File: src/rtl/kb_dev_pkg.sv
// Shared definitions for the keyboard device slice: receive FSM states,
// CSR bit positions used by kb_scr_drv, and default baud constants.
package kb_dev_pkg;

    typedef enum logic [1:0] {
        IDLE,
        START,
        DATA,
        STOP
    } rx_state_t;

    // CSR bit indices shared with kb_scr_drv
    localparam int unsigned CSR_ENA = 4;
    localparam int unsigned CSR_OF  = 3;
    localparam int unsigned CSR_DBA = 2;
    localparam int unsigned CSR_IO  = 1;
    localparam int unsigned CSR_IE  = 0;

    // Default baud setup: 50 MHz system clock, 115200 baud
    localparam int unsigned DEF_CLK_HZ = 50_000_000;
    localparam int unsigned DEF_BAUD   = 115_200;

    function automatic int unsigned clks_per_bit(input int unsigned clk_hz,
                                                 input int unsigned baud);
        return clk_hz / baud;
    endfunction

    localparam int unsigned DEF_CLKS_PER_BIT = clks_per_bit(DEF_CLK_HZ, DEF_BAUD);

endpackage

File: src/rtl/kb_rx_fifo.sv
// Small synchronous byte FIFO. A push while full is accepted only when a pop
// frees the slot in the same cycle; otherwise it is dropped and reported.
module kb_rx_fifo #(
    parameter int unsigned DEPTH = 4
) (
    input  logic                     clk,
    input  logic                     rst,
    input  logic                     push,
    input  logic [7:0]               push_data,
    input  logic                     pop,
    output logic [7:0]               head,
    output logic                     full,
    output logic                     empty,
    output logic [$clog2(DEPTH):0]   count,
    output logic                     drop
);

    localparam int unsigned AW = $clog2(DEPTH);

    logic [7:0]    mem [DEPTH];
    logic [AW-1:0] wr_ptr;
    logic [AW-1:0] rd_ptr;
    logic          do_push;
    logic          do_pop;

    assign full    = (count == (AW+1)'(DEPTH));
    assign empty   = (count == '0);
    assign do_pop  = pop & ~empty;
    assign do_push = push & (~full | do_pop);
    assign drop    = push & full & ~do_pop;
    assign head    = mem[rd_ptr];

    // Storage array: written only on an accepted push, never reset
    always_ff @(posedge clk) begin
        if (do_push) begin
            mem[wr_ptr] <= push_data;
        end
    end

    // Pointers wrap naturally (power-of-2 depth); count tracks occupancy
    always_ff @(posedge clk or posedge rst) begin
        if (rst) begin
            wr_ptr <= '0;
            rd_ptr <= '0;
            count  <= '0;
        end else begin
            if (do_push) begin
                wr_ptr <= wr_ptr + 1'b1;
            end
            if (do_pop) begin
                rd_ptr <= rd_ptr + 1'b1;
            end
            case ({do_push, do_pop})
                2'b10:   count <= count + 1'b1;
                2'b01:   count <= count - 1'b1;
                default: count <= count;
            endcase
        end
    end

endmodule

File: src/rtl/kb_uart_rx.sv
// 8N1 serial receiver for the keyboard path. Deserialises rx_i into a byte
// FIFO and offers bytes to kb_scr_drv through a level-based write handshake.
module kb_uart_rx
    import kb_dev_pkg::*;
#(
    parameter int unsigned CLKS_PER_BIT = DEF_CLKS_PER_BIT,
    parameter int unsigned FIFO_DEPTH   = 4,
    parameter int unsigned SYNC_STAGES  = 2
) (
    input  logic                          clk,
    input  logic                          rst,
    input  logic                          rx_i,
    output logic [7:0]                    data_bus_o,
    output logic                          write_en_o,
    input  logic                          write_ok_i,
    input  logic                          clr_err_i,
    output logic                          frame_err_o,
    output logic                          ovf_o,
    output logic [$clog2(FIFO_DEPTH):0]   fifo_cnt_o
);

    localparam int unsigned CNTW = $clog2(CLKS_PER_BIT);
    localparam logic [CNTW-1:0] HALF_M1 = CNTW'(CLKS_PER_BIT / 2 - 1);
    localparam logic [CNTW-1:0] FULL_M1 = CNTW'(CLKS_PER_BIT - 1);

    logic [SYNC_STAGES-1:0] sync_q;
    logic                   rx_s;

    rx_state_t              state;
    logic [CNTW-1:0]        cnt;
    logic [2:0]             bit_idx;
    logic [7:0]             shreg;
    logic                   armed;
    logic                   push_q;

    logic [7:0]             fifo_head;
    logic                   fifo_full;
    logic                   fifo_empty;
    logic                   fifo_drop;
    logic                   fifo_pop;

    // Input synchroniser; resets to the idle (high) line level
    always_ff @(posedge clk or posedge rst) begin
        if (rst) begin
            sync_q <= '1;
        end else begin
            sync_q <= {sync_q[SYNC_STAGES-2:0], rx_i};
        end
    end

    assign rx_s = sync_q[SYNC_STAGES-1];

    // Receive FSM: start validation, mid-bit sampling, stop check, framing flag
    always_ff @(posedge clk or posedge rst) begin
        if (rst) begin
            state       <= IDLE;
            cnt         <= '0;
            bit_idx     <= '0;
            shreg       <= '0;
            armed       <= 1'b1;
            push_q      <= 1'b0;
            frame_err_o <= 1'b0;
        end else begin
            push_q <= 1'b0;
            // Clear first; a framing error later in this block overrides it
            if (clr_err_i) begin
                frame_err_o <= 1'b0;
            end
            case (state)
                IDLE: begin
                    cnt <= '0;
                    if (armed && !rx_s) begin
                        state <= START;
                    end else if (!armed && rx_s) begin
                        armed <= 1'b1;
                    end
                end
                START: begin
                    if (cnt == HALF_M1) begin
                        cnt <= '0;
                        if (!rx_s) begin
                            state   <= DATA;
                            bit_idx <= '0;
                        end else begin
                            state <= IDLE;
                        end
                    end else begin
                        cnt <= cnt + 1'b1;
                    end
                end
                DATA: begin
                    if (cnt == FULL_M1) begin
                        cnt     <= '0;
                        shreg   <= {rx_s, shreg[7:1]};
                        bit_idx <= bit_idx + 1'b1;
                        if (bit_idx == 3'd7) begin
                            state <= STOP;
                        end
                    end else begin
                        cnt <= cnt + 1'b1;
                    end
                end
                STOP: begin
                    if (cnt == FULL_M1) begin
                        cnt   <= '0;
                        state <= IDLE;
                        if (rx_s) begin
                            push_q <= 1'b1;
                        end else begin
                            frame_err_o <= 1'b1;
                            armed       <= 1'b0;
                        end
                    end else begin
                        cnt <= cnt + 1'b1;
                    end
                end
                default: state <= IDLE;
            endcase
        end
    end

    assign fifo_pop = write_en_o & write_ok_i;

    // shreg holds the byte until the next frame's first data sample, so it
    // can feed the FIFO directly on the cycle after the stop sample
    kb_rx_fifo #(
        .DEPTH (FIFO_DEPTH)
    ) u_fifo (
        .clk       (clk),
        .rst       (rst),
        .push      (push_q),
        .push_data (shreg),
        .pop       (fifo_pop),
        .head      (fifo_head),
        .full      (fifo_full),
        .empty     (fifo_empty),
        .count     (fifo_cnt_o),
        .drop      (fifo_drop)
    );

    // Write handshake towards kb_scr_drv plus the sticky overflow flag
    always_ff @(posedge clk or posedge rst) begin
        if (rst) begin
            data_bus_o <= '0;
            write_en_o <= 1'b0;
            ovf_o      <= 1'b0;
        end else begin
            if (clr_err_i) begin
                ovf_o <= 1'b0;
            end
            if (fifo_drop) begin
                ovf_o <= 1'b1;
            end
            if (!write_en_o && !fifo_empty) begin
                data_bus_o <= fifo_head;
                write_en_o <= 1'b1;
            end else if (fifo_pop) begin
                write_en_o <= 1'b0;
            end
        end
    end

endmodule

File: config.mk
export PLATFORM = sky130hd
export DESIGN_NAME = kb_uart_rx
export DESIGN_NICKNAME = d
export VERILOG_FILES = /design/src/rtl/kb_dev_pkg.sv /design/src/rtl/kb_rx_fifo.sv /design/src/rtl/kb_uart_rx.sv
export SDC_FILE = /design/constraint.sdc
export NUM_CORES = 1
export LEC_CHECK = 0
export CORE_UTILIZATION = 53
export DETAILED_ROUTE_END_ITERATION = 6
export GPL_TIMING_DRIVEN = 0
export HOLD_SLACK_MARGIN = 0.1
export PLACE_DENSITY = 0.87
export SYNTH_ARGS = -nofsm -noshare
export SYNTH_HDL_FRONTEND = slang
export SYNTH_SLANG_ARGS = --single-unit
File: constraint.sdc
create_clock -name clk -period 1.9 [get_ports clk]
set_input_delay 0.38 -clock clk [delete_from_list [all_inputs] [get_ports clk]]
set_output_delay 0.38 -clock clk [all_outputs]
set_load 0.02 [all_outputs]
==> results.cfg <==
[status]
status = finished with violations
violations = negative setup slack

[global_routing]
top_usage_layer = met2
grt_use_met2 = 0.335
track_usage = 0.201
antenna_found_initial = 0
grt_use_met3 = 0.0529
grt-ovfl-total = 0
grt_max_degree = 30
grt_util_met1 = 0.240
first_global_vias = 1842
grt_pass1_wl_um = 9080

[layout]
layout.nets = 260
num-fill-cells = 365
final_layout_size_suffix_gt1_frac = 0.273
diodes = 0
area_growth_pct = 18.4
instances_no_fill = 321

[setup_path]
cp_max_fo = 4
crit_path_start_kind = register
worstPathRequired_ns = 2.12
worst-r2r-setup-slack_ns = -0.04
setup.worst_path.end_class = register
crit_type = register to register
r2r_start = u_fifo.count[1]
critPathLaunch = u_fifo.count[1]
worstRegToRegCells = 9
critPathArrivalTime_ns = 2.16

[cts]
cts_buffer_depth = 2
cts.sinks = 76
clkLatencyLatePin_ns = 0.34
path_clk_slew_ns = 0.08
cts_tree = yes
cts_root_buf = clkbuf_8
htree_num_levels = 3
cts-buffers-inserted = 9

[yosys]
synth_top_area_share = 0.323
synth_seq_area_share = 0.651
synth_flop_cell = dfrtp_1
synth_top_cell_by_area = dfrtp_1
synthTopCellsByCount = 41 x dfrtp_1, 32 x edfxtp_1, 16 x nor2_1, 15 x inv_1, 10 x ha_1
synth_edf_count = 32
synth_most_common_cell = dfrtp_1
postSynthCellCount = 206
synth.distinct_cells = 38
syn-num-nets = 222
avgSynthCellArea_sq_um = 15.4
synth_area_sq_mm = 0.00317
yosysWarnings = 0
synthTopCellsByArea = dfrtp_1 32%, edfxtp_1 30%, mux4_2 5.7%
ys_ff_latch = 76
ys_async_sr_fraction = 0.579

[power_and_ir_drop]
power.internal_mw = 2.77
clockPowerShare = 0.251
netSwitchingFraction = 0.310
p_seq_frac = 0.499
ir_worst_vdd_mv = 0.777
pwr_density_cell_mw_per_mm2 = 1070
p_sw_mw = 1.24
p_leak_nw = 1.64
p_comb_frac = 0.250

[floorplan]
die_w_um = 79.4
io-pin-count = 19
core_sq_mm = 0.00564
start_util = 0.562
die_h_um = 79.4
rows = 27
die-area_sq_mm = 0.00630

[placed_design]
dp.cells = 297
dp_hpwl_um = 3290
place_congestion = 0.802
io_buffers = 18
dp_slack_ns = -0.474

[timing]
max_slew.worst_pin.slew_ns = 0.650
period_minus_slack_ns = 1.94
max_freq_mhz = 515
final_max_slew_viol_count = 0
worst_clock_skew_ns = 0.00673
hold_viol = 0
rsz0062_at_grt = true
slew_headroom = 0.567
setup_tns_ns = -0.0413
setup_viol = 1
setup_slack_ns = -0.0413
finalCritPeriodShare = 1.02

[detailed_routing]
antenna_left = 0
first_iter_violations = 159
wire_per_inst_um = 17.4
route.detailed.drc = 0
vias = 1772
drt-pass1-iter-count = 4
drt_wl_total_um = 5600
routed_via_density = 5.52

[hold_path]
hp-class = input port to register
min-delay-start = write_ok_i
whs_path_depth = 2

[job]
drv_cap = 0
[power groups by stage]
stage                     sequential (mW)  combinational [mW]  clock (mW)
final                                2.00                1.00        1.01
after global routing                 2.02                1.08        1.09
after CTS                            1.98               0.887        1.01
after detailed placement             2.00               0.779           0
after global placement               2.00               0.747           0
after floorplan                      2.02               0.519           0
[stage by stage]
step	total power, mW	utilization	instance area (sq um)	hold WS, ns
2_1_floorplan	2.54	-	3180	0.345
3_3_place_gp	2.74	0.612	3450	0.346
3_5_place_dp	2.78	0.616	3470	0.347
4_1_cts	3.88	0.657	3700	0.317
5_1_grt	4.19	0.666	3750	0.315
6_report	4.01	0.666	3750	0.319
[worst max-delay path, stage by stage, from the launching register on]
cell	delay (ns)
dfrtp_2	0.45
nor2_4	0.18
a31oi_4	0.12
inv_2	0.09
ha_4	0.13
inv_2	0.04
fa_2	0.39
xor2_2	0.21
nor2_2	0.05
xor2_1	0.16
[registers in the layout, indices dropped and copies added, names as in the netlist, 2 cells and up, named ones only]
register and cells:
sync_q 2, data_bus_o 8, shreg 8, bit_idx 3
u_fifo.rd_ptr 2, u_fifo.count 3, cnt 9, u_fifo.mem 32
u_fifo.wr_ptr 2
[worst paths after layout]
check                                       end
worst max-delay path            u_fifo.count[2]
worst min-delay path                 write_en_o
worst max register to register  u_fifo.count[2]
worst min register to register        sync_q[1]
max in group asynchronous       u_fifo.count[2]
min in group asynchronous           frame_err_o
[kinds of logic (layout without fill, tap and decap cells)]
kind of cell / Yosys count / in the layout / share of synthesized area
fa+ha+maj: 11 / 11 / 0.0458
simple gates: 47 / 47 / 0.0805
xor+xnor: 13 / 13 / 0.0359
buf+inv: 18 / 61 / 0.0241
compound gates: 14 / 14 / 0.0280
mux: 27 / 27 / 0.135
flops: 76 / 76 / 0.651
[metal layers]
layer  up-vias  share of wire
li1        814              -
met1       889           0.42
met2        58           0.52
met3        11          0.046
met4         0          0.020
met5         -              0
[cells in the final DEF (no fill, tap or decap), types with 3 or more instances in the layout]
master and n:
clkdlybuf4s50_1 17, mux4_2 8, ha_1 9, buf_4 8, edfxtp_1 32, inv_1 12
xor2_1 5, dfstp_2 3, dfrtp_1 38, nand2_1 4, xnor2_1 7, mux2_2 9
mux2_4 9, nor2_1 13, clkbuf_8 9, o21ai_0 4, a21oi_1 3, nand3_1 7
and2_1 4, clkbuf_1 4, clkinv_1 3, inv_2 3, dfrtp_2 3
[cell type report]
| type | count | area, sq um | area share |
|---|---|---|---|
| timing repair buffer | 27 | 263 | 0.0700 |
| buffer | 3 | 20.0 | 0.00533 |
| multi-input combinational | 112 | 1100 | 0.294 |
| clock buffer | 12 | 135 | 0.0360 |
| tap | 72 | 90.1 | 0.0240 |
| sequential | 76 | 2070 | 0.551 |
| clock inverter | 4 | 16.3 | 0.00433 |
| inverter | 15 | 56.3 | 0.0150 |
[timing repair]
| item | CTS | global route |
|---|---|---|
| hold buffers | 0 | 0 |
| resized for setup | 9 | 8 |
| buffers inserted | 5 | 3 |
| hold endpoints to repair | 0 | 0 |
| pin swaps | 6 | 6 |
| setup endpoints to repair | 2 | 2 |
No activity file was read; power rests on OpenSTA's default activity.
==> variant, RTL diff (same settings) <==
Make the reset (`rst`) synchronous in 4 clocked blocks.
--- a/src/rtl/kb_rx_fifo.sv
+++ b/src/rtl/kb_rx_fifo.sv
@@ -38,7 +38,7 @@
     end
 
     // Pointers wrap naturally (power-of-2 depth); count tracks occupancy
-    always_ff @(posedge clk or posedge rst) begin
+    always_ff @(posedge clk) begin
         if (rst) begin
             wr_ptr <= '0;
             rd_ptr <= '0;
--- a/src/rtl/kb_uart_rx.sv
+++ b/src/rtl/kb_uart_rx.sv
@@ -40,7 +40,7 @@
     logic                   fifo_pop;
 
     // Input synchroniser; resets to the idle (high) line level
-    always_ff @(posedge clk or posedge rst) begin
+    always_ff @(posedge clk) begin
         if (rst) begin
             sync_q <= '1;
         end else begin
@@ -51,7 +51,7 @@
     assign rx_s = sync_q[SYNC_STAGES-1];
 
     // Receive FSM: start validation, mid-bit sampling, stop check, framing flag
-    always_ff @(posedge clk or posedge rst) begin
+    always_ff @(posedge clk) begin
         if (rst) begin
             state       <= IDLE;
             cnt         <= '0;
@@ -139,7 +139,7 @@
     );
 
     // Write handshake towards kb_scr_drv plus the sticky overflow flag
-    always_ff @(posedge clk or posedge rst) begin
+    always_ff @(posedge clk) begin
         if (rst) begin
             data_bus_o <= '0;
             write_en_o <= 1'b0;
Function: same outputs for any inputs over 10 cycles, from zero or initial values and one cycle with rst high; that may be too few to reach the edited logic, so the function may still have changed.
==> variant against the original RTL <==
  * Utilization is 2.0 points lower
  * Worst setup slack gained 0.058 ns
  * Area after synthesis down 2.4%
  * Routed wire length is 4.3% lower
  * Count of clock-buffer cells in the layout is 1 lower
  * Critical path depth unchanged
  * Sequential share of layout area is 3.6 points lower
  * Sequential cell count unchanged
  * Cell area fell by 4.2%
  * Via count rose by 15%
  * Maximum frequency up 3.1%
Power is not compared: it rests on default switching activity, and its combinational part moved more than twofold at a synthesized area within 25%.
==> variant: results (changes against the original RTL) <==
fin_hold_ws_ns: 0.4121  # +0.09302 ns
whs_endpoint: "sync_q[1]"
hold_path_class: "reg2reg"
cp_slowest_cell: "dfxtp_4"
synthMuxAreaShare_pct: 6.146  # -7.3 points
track_usage_pct: 19.28  # -0.79 points
ff2ff_path_depth: 9  # unchanged
grt_use_met1_pct: 22.11  # -1.9 points
avgSynthCellArea_um2: 11.59  # -25%
synth_compound_area_share_pct: 7.643  # +4.8 points
ys_types: 40  # +5.3%
drive_above_1_share_pct: 16.17  # -11 points
whs_path_depth: 1  # -1
yosys.area_share.xor_xnor_pct: 3.397  # -0.19 points
wl_met3_um: 218  # -16%
max-slew-margin-rel_pct: 63.17  # +6.5 points
routed_wl_um: 5356  # -4.3%
gp_congestion: 0.7364  # -8.2%
port_buffers: 17  # -1
p_leak_nw: 1.195
placed_cells: 356  # +20%
use_met2_pct: 32.46  # -1.1 points
cts_max_path_buffers: 2  # unchanged
path_max_fanout: 7  # +3
synth_nets: 283  # +27%
synth_ff_type: "dfxtp_1"
setup_ws_ns: 0.01670  # +0.05803 ns
clk_pin_slew_ns: 0.08  # about the same
wl_met2_um: 2779  # -3.8%
synthTopCellsByCount: "dfxtp_1, nand2_1, edfxtp_1, a21oi_1, nor2_1"
clock_latency_ns: 0.35
grt_pass1_vias: 1856  # +0.76%
maxSlewViolCount: 0  # unchanged
finClkSkew_ns: 0.009182  # +0.002456 ns
synth_top_cells_by_area: "edfxtp_1, dfxtp_1, mux4_2"
yosysSeqAreaShare_pct: 59.52  # -5.6 points
status: "finished, final reports clean"
synth_edf_count: 32  # unchanged
wl_met1_um: 2274  # -2.6%
pre_cts_slack_ns: -0.5552  # -0.08086 ns
grt_max_degree: 15  # -50%
grt_pass1_wl_um: 8825  # -2.8%
min-delay-start: "sync_q[0]"
nNetsFinal: 314  # +21%
rr_endpoint: "u_fifo.count[2]"
async_reset_ff_share_pct: 0  # -58 points
vias: 2030  # +15%
wire_per_inst_um: 14.28  # -18%
timing.critical_path.slowest_cell_delay_ns: 0.38  # -0.07 ns
synthAdderAreaFrac_pct: 4.691  # +0.11 points
reg2reg_from: "u_fifo.count[0]"
post_dp_cell_area_um2: 3386  # -2.6%
dp_hpwl_um: 3660  # +11%
highest_layer: "met4"
met3_usage_pct: 7.442  # +2.2 points
drtIter0Drc: 89  # -44%
## variant: cell count changes in the layout (fill, tap and decap cells not counted), sizes merged, moves of 4 or more
cell,delta
a21oi,+23
dfxtp,+44
nor2,+7
nand2,+32
clkbuf,+4
dfrtp,-41
mux2,-18
## variant: area by class of cell
class | count | area, um^2
Fill cell | 410 | 1978
Sequential cell | 76 | 1852
Multi-Input combinational cell | 168 | 1190
Timing Repair Buffer | 20 | 188.9
Clock buffer | 11 | 141.4
Tap cell | 72 | 90.09
Inverter | 13 | 48.80
Buffer | 10 | 47.55
Clock inverter | 5 | 37.54
## variant: worst register-to-register path, stage by stage (launching register included)
cell	delay (ns)
dfxtp_4	0.38
nor2_4	0.15
a31oi_4	0.11
inv_2	0.08
ha_4	0.14
inv_2	0.04
fa_2	0.34
xor2_1	0.16
or3_1	0.30
a21oi_1	0.11
## variant: repair_timing
item	CTS	global route
resized for setup	2	4
endpoints found under the setup margin	2	1
buffers inserted	2	1
pin swaps	2	3
hold buffers	0	0
